**src/rtl/cpu_pkg.sv**
```systemverilog
// Shared constants for the 4-bit CPU: opcodes, instruction fields, sequencer states.
package cpu_pkg;
  localparam int CPU_NREG = 4;
  localparam int CPU_DW   = 4;
  localparam int INSTR_W  = 11;

  localparam logic [3:0] OP_ADD = 4'd0;
  localparam logic [3:0] OP_SUB = 4'd1;
  localparam logic [3:0] OP_MUL = 4'd2;
  localparam logic [3:0] OP_DIV = 4'd3;
  localparam logic [3:0] OP_MOD = 4'd4;
  localparam logic [3:0] OP_AND = 4'd5;
  localparam logic [3:0] OP_OR  = 4'd6;
  localparam logic [3:0] OP_XOR = 4'd7;
  localparam logic [3:0] OP_NOT = 4'd8;
  localparam logic [3:0] OP_SHL = 4'd9;
  localparam logic [3:0] OP_SHR = 4'd10;
  localparam logic [3:0] OP_ROL = 4'd11;
  localparam logic [3:0] OP_ROR = 4'd12;
  localparam logic [3:0] OP_LT  = 4'd13;
  localparam logic [3:0] OP_GT  = 4'd14;
  localparam logic [3:0] OP_EQ  = 4'd15;

  // Field LSB positions; LI instructions reuse [3:0] as the immediate.
  localparam int LI_BIT  = 10;
  localparam int OP_LSB  = 6;
  localparam int RD_LSB  = 4;
  localparam int RA_LSB  = 2;
  localparam int RB_LSB  = 0;
  localparam int IMM_LSB = 0;

  localparam logic [CPU_DW-1:0] DIV_ZERO_RESULT = 4'hF;

  typedef enum logic [1:0] {
    IDLE = 2'd0,
    EXEC = 2'd1,
    WB   = 2'd2
  } state_t;
endpackage

```
**src/rtl/cpu_regfile.sv**
```systemverilog
// General register file: two async read ports, a debug read port, one sync write port.
module cpu_regfile #(
  parameter int NREG = 4,
  parameter int DW   = 4
) (
  input  logic                     clk,
  input  logic                     rst_n,
  input  logic                     we,
  input  logic [$clog2(NREG)-1:0]  waddr,
  input  logic [DW-1:0]            wdata,
  input  logic [$clog2(NREG)-1:0]  raddr_a,
  output logic [DW-1:0]            rdata_a,
  input  logic [$clog2(NREG)-1:0]  raddr_b,
  output logic [DW-1:0]            rdata_b,
  input  logic [$clog2(NREG)-1:0]  dbg_addr,
  output logic [DW-1:0]            dbg_data
);
  logic [DW-1:0] mem [NREG];

  always_ff @(posedge clk) begin
    if (!rst_n) begin
      for (int i = 0; i < NREG; i++) mem[i] <= '0;
    end else if (we) begin
      mem[waddr] <= wdata;
    end
  end

  assign rdata_a  = mem[raddr_a];
  assign rdata_b  = mem[raddr_b];
  assign dbg_data = mem[dbg_addr];
endmodule

```
**src/rtl/alu_sequencer.sv**
```systemverilog
// Sequential core of the 4-bit CPU: accepts instructions, drives the external ALU,
// writes results back. Handshake: an instruction transfers on a rising edge where instr_valid && instr_ready.
module alu_sequencer
  import cpu_pkg::*;
#(
  parameter int NREG = CPU_NREG,
  parameter int DW   = CPU_DW
) (
  input  logic                     clk,
  input  logic                     rst_n,
  input  logic                     instr_valid,
  output logic                     instr_ready,
  input  logic [INSTR_W-1:0]       instr,
  output logic [DW-1:0]            alu_a,
  output logic [DW-1:0]            alu_b,
  output logic [3:0]               alu_sel,
  input  logic [DW-1:0]            alu_out,
  input  logic                     alu_carry,
  output logic                     result_valid,
  output logic [DW-1:0]            result,
  output logic [$clog2(NREG)-1:0]  result_rd,
  output logic                     flag_c,
  output logic                     flag_z,
  output logic                     div_err,
  input  logic [$clog2(NREG)-1:0]  dbg_addr,
  output logic [DW-1:0]            dbg_data
);
  localparam int AW = $clog2(NREG);

  state_t        state, state_nxt;
  logic          li_q, carry_q;
  logic [3:0]    op_q;
  logic [AW-1:0] rd_q;
  logic [DW-1:0] a_q, b_q, res_q;
  logic [DW-1:0] rf_a, rf_b;
  logic          accept, div_zero, wb_we;

  assign accept   = instr_valid && instr_ready;
  assign div_zero = (op_q == OP_DIV) && (b_q == '0);
  assign wb_we    = (state == WB);

  cpu_regfile #(.NREG(NREG), .DW(DW)) u_regfile (
    .clk      (clk),
    .rst_n    (rst_n),
    .we       (wb_we),
    .waddr    (rd_q),
    .wdata    (res_q),
    .raddr_a  (instr[RA_LSB +: AW]),
    .rdata_a  (rf_a),
    .raddr_b  (instr[RB_LSB +: AW]),
    .rdata_b  (rf_b),
    .dbg_addr (dbg_addr),
    .dbg_data (dbg_data)
  );

  always_ff @(posedge clk) begin
    if (!rst_n) state <= IDLE;
    else        state <= state_nxt;
  end

  always_comb begin
    state_nxt = state;
    case (state)
      IDLE:    if (accept) state_nxt = instr[LI_BIT] ? WB : EXEC;
      EXEC:    state_nxt = WB;
      WB:      state_nxt = IDLE;
      default: state_nxt = IDLE;
    endcase
  end

  always_comb begin
    instr_ready  = (state == IDLE);
    result_valid = (state == WB);
    alu_a        = '0;
    alu_b        = '0;
    alu_sel      = '0;
    if (state == EXEC) begin
      alu_a   = a_q;
      alu_b   = b_q;
      alu_sel = op_q;
    end
  end

  // Operands are captured at acceptance, so a writeback to ra/rb cannot disturb them.
  always_ff @(posedge clk) begin
    if (!rst_n) begin
      li_q    <= 1'b0;
      op_q    <= '0;
      rd_q    <= '0;
      a_q     <= '0;
      b_q     <= '0;
      res_q   <= '0;
      carry_q <= 1'b0;
      flag_c  <= 1'b0;
      flag_z  <= 1'b0;
      div_err <= 1'b0;
    end else begin
      if (accept) begin
        li_q <= instr[LI_BIT];
        op_q <= instr[OP_LSB +: 4];
        rd_q <= instr[RD_LSB +: AW];
        if (instr[LI_BIT]) res_q <= instr[IMM_LSB +: DW];
        else begin
          a_q <= rf_a;
          b_q <= rf_b;
        end
      end
      if (state == EXEC) begin
        carry_q <= alu_carry;
        if (div_zero) begin
          res_q   <= DIV_ZERO_RESULT;
          div_err <= 1'b1;
        end else begin
          res_q <= alu_out;
        end
      end
      if (state == WB) begin
        flag_z <= (res_q == '0);
        if (!li_q && op_q == OP_ADD) flag_c <= carry_q;
      end
    end
  end

  assign result    = res_q;
  assign result_rd = rd_q;
endmodule
```
**config.mk**
```make
export PLATFORM = sky130hd
export DESIGN_NAME = alu_sequencer
export DESIGN_NICKNAME = d
export VERILOG_FILES = /design/src/rtl/cpu_pkg.sv /design/src/rtl/cpu_regfile.sv /design/src/rtl/alu_sequencer.sv
export SDC_FILE = /design/constraint.sdc
export NUM_CORES = 1
export LEC_CHECK = 0
export CAP_MARGIN = 20
export CORE_MARGIN = 4
export CORE_UTILIZATION = 45
export CTS_CLUSTER_DIAMETER = 40
export DETAILED_ROUTE_END_ITERATION = 8
export HOLD_SLACK_MARGIN = 0.03
export PLACE_DENSITY = 0.77
export SKIP_CTS_REPAIR_TIMING = 1
export SYNTH_ARGS = -nofsm -noshare
export SYNTH_HDL_FRONTEND = slang
export SYNTH_SLANG_ARGS = --single-unit
```
**constraint.sdc**
```tcl
create_clock -name clk -period 4.3 [get_ports clk]
set_input_delay 1.075 -clock clk [delete_from_list [all_inputs] [get_ports clk]]
set_output_delay 1.075 -clock clk [all_outputs]
set_load 0.05 [all_outputs]
```
==> key figures <==
STA
  • Max Fclk: 0.257 GHz
  • Hold Fails Final Rpt: 0
  • Final Cycle Share: 90.6%
  • Worst-Margin Slew: between 0.7 and 0.8 ns
  • RSZ-0062 raised after global routing: false
  • Slew Limit Fails: 0
  • Worst Skew: 0.0129 ns
  • Setup violations, final: 0
  • Setup TNS: 0 ns
  • Final min period: 3.90 ns
  • Max_slew headroom: between 50% and 60%

CTS
  • Clk sink count: 41
  • Clk Latency, worst-skew pair: 0.30 ns
  • TritonCTS clock tree: yes
  • Max clock buf depth: 2
  • Clock-pin slew on the worst setup and hold paths: roughly 0.07 ns
  • Num CTS Buffers: 5
  • H-tree levels: 2
  • CTS root buffer: clkbuf_8

Global routing
  • Number of global-route vias before repair: approximately 1400
  • Initial antenna violation count: 0
  • Largest net degree at the start of global routing: 20
  • First-pass GRT wire length: 6.88 mm
  • Overflow left after global routing: 0
  • All-Layer GR Usage: roughly 17%

Placed design
  • Hpwl dp: 3.30 mm
  • RePlAce Congestion: 0.754
  • Placed cell areas: 0.00250 mm²
  • Port-buffer cells: 47
  • Placed Cells: 261

Finish
  • Final #Nets: ~240
  • Post-route cell area: 0.00261 mm²
  • Final Non-Filler Cells: 269
  • Number of fill cells: ~370
  • Final core utilization: 60.0%
  • Diode count: 0
  • Share of layout cells above drive strength 1: 13.8%
  • Area grow syn2layout: 29.9%

Synth
  • Yosys reg bits: 41
  • Largest area contributor in the netlist: dfxtp_1
  • Synthesized area: 0.00201 mm²
  • Sequential-to-total area share from yosys stat: 48.8%
  • Async set or reset register ratio after synthesis: 0%
  • Distinct cells, synth: 31
  • Synth Warn #: 0
  • Main synth FF type: dfxtp_1
  • Top cells by instance count after synthesis: dfxtp_1 (25), and2_1 (24), edfxtp_1 (16)
  • Post-synth EDFFs: 16
  • Most frequent cell after synthesis: dfxtp_1
  • Avg Cell Area, Syn: 11.8 µm²
  • Synth top area share: between 20% and 30%
  • Syn Inst Count: 170
  • Mapped Nets: about 190
  • Synth area leaders: dfxtp_1 (25%), edfxtp_1 (24%), mux4_2 (13%)

Critical path
  • Crit. End Element: primary output
  • CP Cell Sequence: clkdlybuf4s50_1, mux4_2, clkdlybuf4s50_1
  • CP Class: primary input to primary output
  • Slowest cell on the critical path: clkdlybuf4s50_1
  • Data arrival time of the worst path: approximately 2.8 ns
  • WP data required: 3.22 ns
  • Crit-path leading delay family: buffers and inverters
  • Worst-path fanout max: 2
  • Worst Path Buf+Inv: 2
  • Crit-path max cell delay: just over 0.7 ns
  • Element type at the critical path start: primary input
  • Most common cell on crit path: clkdlybuf4s50_1

Routing
  • Vias per cell: about 5.4
  • Starting DRT DRC Count: 75
  • Vias: ~1400
  • Post-Route WL: 4.34 mm
  • Wire per inst: between 15 and 20 µm
  • DRT Pass-1 Iters: 4
  • DRC viols: 0
  • Final ANT Viol Nets: 0

Die
  • Die Y: around 75 µm
  • Starting Density: 46.2%
  • Cell Rows: 24
  • Die Wd: 74.9 µm
  • Core Area: 0.00435 mm²
  • Die Footprint: about 0.0056 mm²
  • IO Count: 48

Pwr
  • Power density cells: around 350 mW/mm²
  • Sequential fraction of design power: between 40% and 50%
  • Power share of the clock group: 34.5%
  • Internal Power: 0.000666 W
  • Combinational power share: between 15 and 20%
  • Sw Pwr: around 0.00025 W
  • IR drop worst, VDD: 0.207 mV
  • Sw frac: a little over a quarter
  • Leakage: 0.966 nW

Run
  • Max-cap check violation count: 0

Outcome
  • Status: completed

Min path
  • Hold Crit Class: flop to flop
## routing by layer
metal / up-vias / global-route usage, % / wire length [µm]
met5: - / 0 / 0
met2: 44 / 27.7 / 2170
met4: 0 / 6.52 / 76
met1: 680 / 21.5 / 1870
met3: 7 / 4.14 / 214
li1: 711 / - / -
## per-stage QoR
| step | hold slack, ns | power [W] | worst slack (ns) |
|---|---|---|---|
| 6_report | 0.457 | 0.000912 | 0.403 |
| 5_1_grt | 0.480 | 0.000947 | 0.365 |
| 3_5_place_dp | 0.451 | 0.000606 | 0.390 |
| 4_1_cts | 0.461 | 0.000918 | 0.390 |
| 3_3_place_gp | 0.447 | 0.000605 | 0.391 |
| 2_1_floorplan | 0.437 | 0.000548 | 1.52 |
## power by group through the flow
stage / Combinational (W) / Sequential [W] / Clock [W]
after floorplan: 0.0000871 / 0.000461 / 0
after global placement: 0.000153 / 0.000452 / 0
after detailed placement: 0.000154 / 0.000452 / 0
after CTS: 0.000155 / 0.000443 / 0.000320
after global routing: 0.000165 / 0.000447 / 0.000335
final: 0.000154 / 0.000443 / 0.000315
## worst min-delay path, delay by kind of cell (launching register included)
kind,cells,cell delay [ns]
flip-flops,1,0.31
AO/OA/AOI/OAI,1,0.06
AND/OR/NAND/NOR,1,0.05
## sequential cells by signal, summed over array words and instances, names as in the netlist
register	cells
flag_c	1
op_q	4
li_q	1
div_err	1
state	2
b_q	4
carry_q	1
u_regfile.mem	16
result	4
flag_z	1
a_q	4
result_rd	2
## final timing paths
path | startpoint | end | slack [ns] | cells past startpoint
worst min-delay path | a_q[2] | a_q[2] | 0.46 | 2
worst max-delay path | dbg_addr[0] | dbg_data[3] | 0.40 | 3
worst max register to register | state[1] | u_regfile.mem[1][0] | 2.37 | 3
worst min register to register | a_q[2] | a_q[2] | 0.46 | 2
## layout make-up
| type | instances | area [µm²] | area share (%) |
|---|---|---|---|
| Clock buffer | 5 | 68.8 | 2.63 |
| Inverter | 6 | 22.5 | 0.862 |
| Clock inverter | 3 | 43.8 | 1.68 |
| Timing Repair Buffer | 51 | 493 | 18.9 |
| Tap cell | 52 | 65.1 | 2.49 |
| Multi-Input combinational cell | 111 | 940 | 36.0 |
| Sequential cell | 41 | 981 | 37.5 |
## placed cells by master, fill, tap and decap left out, types with 4 or more instances in the layout
master | netlist | routed
o2bb2ai_1 | 8 | 8
edfxtp_1 | 16 | 16
mux4_2 | 12 | 12
clkdlybuf4s50_1 | 0 | 44
and2_1 | 24 | 24
nor2_1 | 13 | 13
inv_1 | 6 | 6
and3_1 | 4 | 4
nand2_1 | 10 | 10
mux2i_1 | 13 | 13
clkbuf_8 | 0 | 5
a221oi_1 | 4 | 4
dfxtp_1 | 25 | 25
buf_4 | 1 | 7
## cells by family (layout without fill, tap and decap cells)
group / Yosys count / count (layout) / synth area share (%)
compound gates: 17 / 17 / 6.90
simple gates: 69 / 69 / 19.9
flops: 41 / 41 / 48.8
mux: 25 / 25 / 19.9
buf+inv: 18 / 65 / 4.54
(Power assumes the default switching activity.)
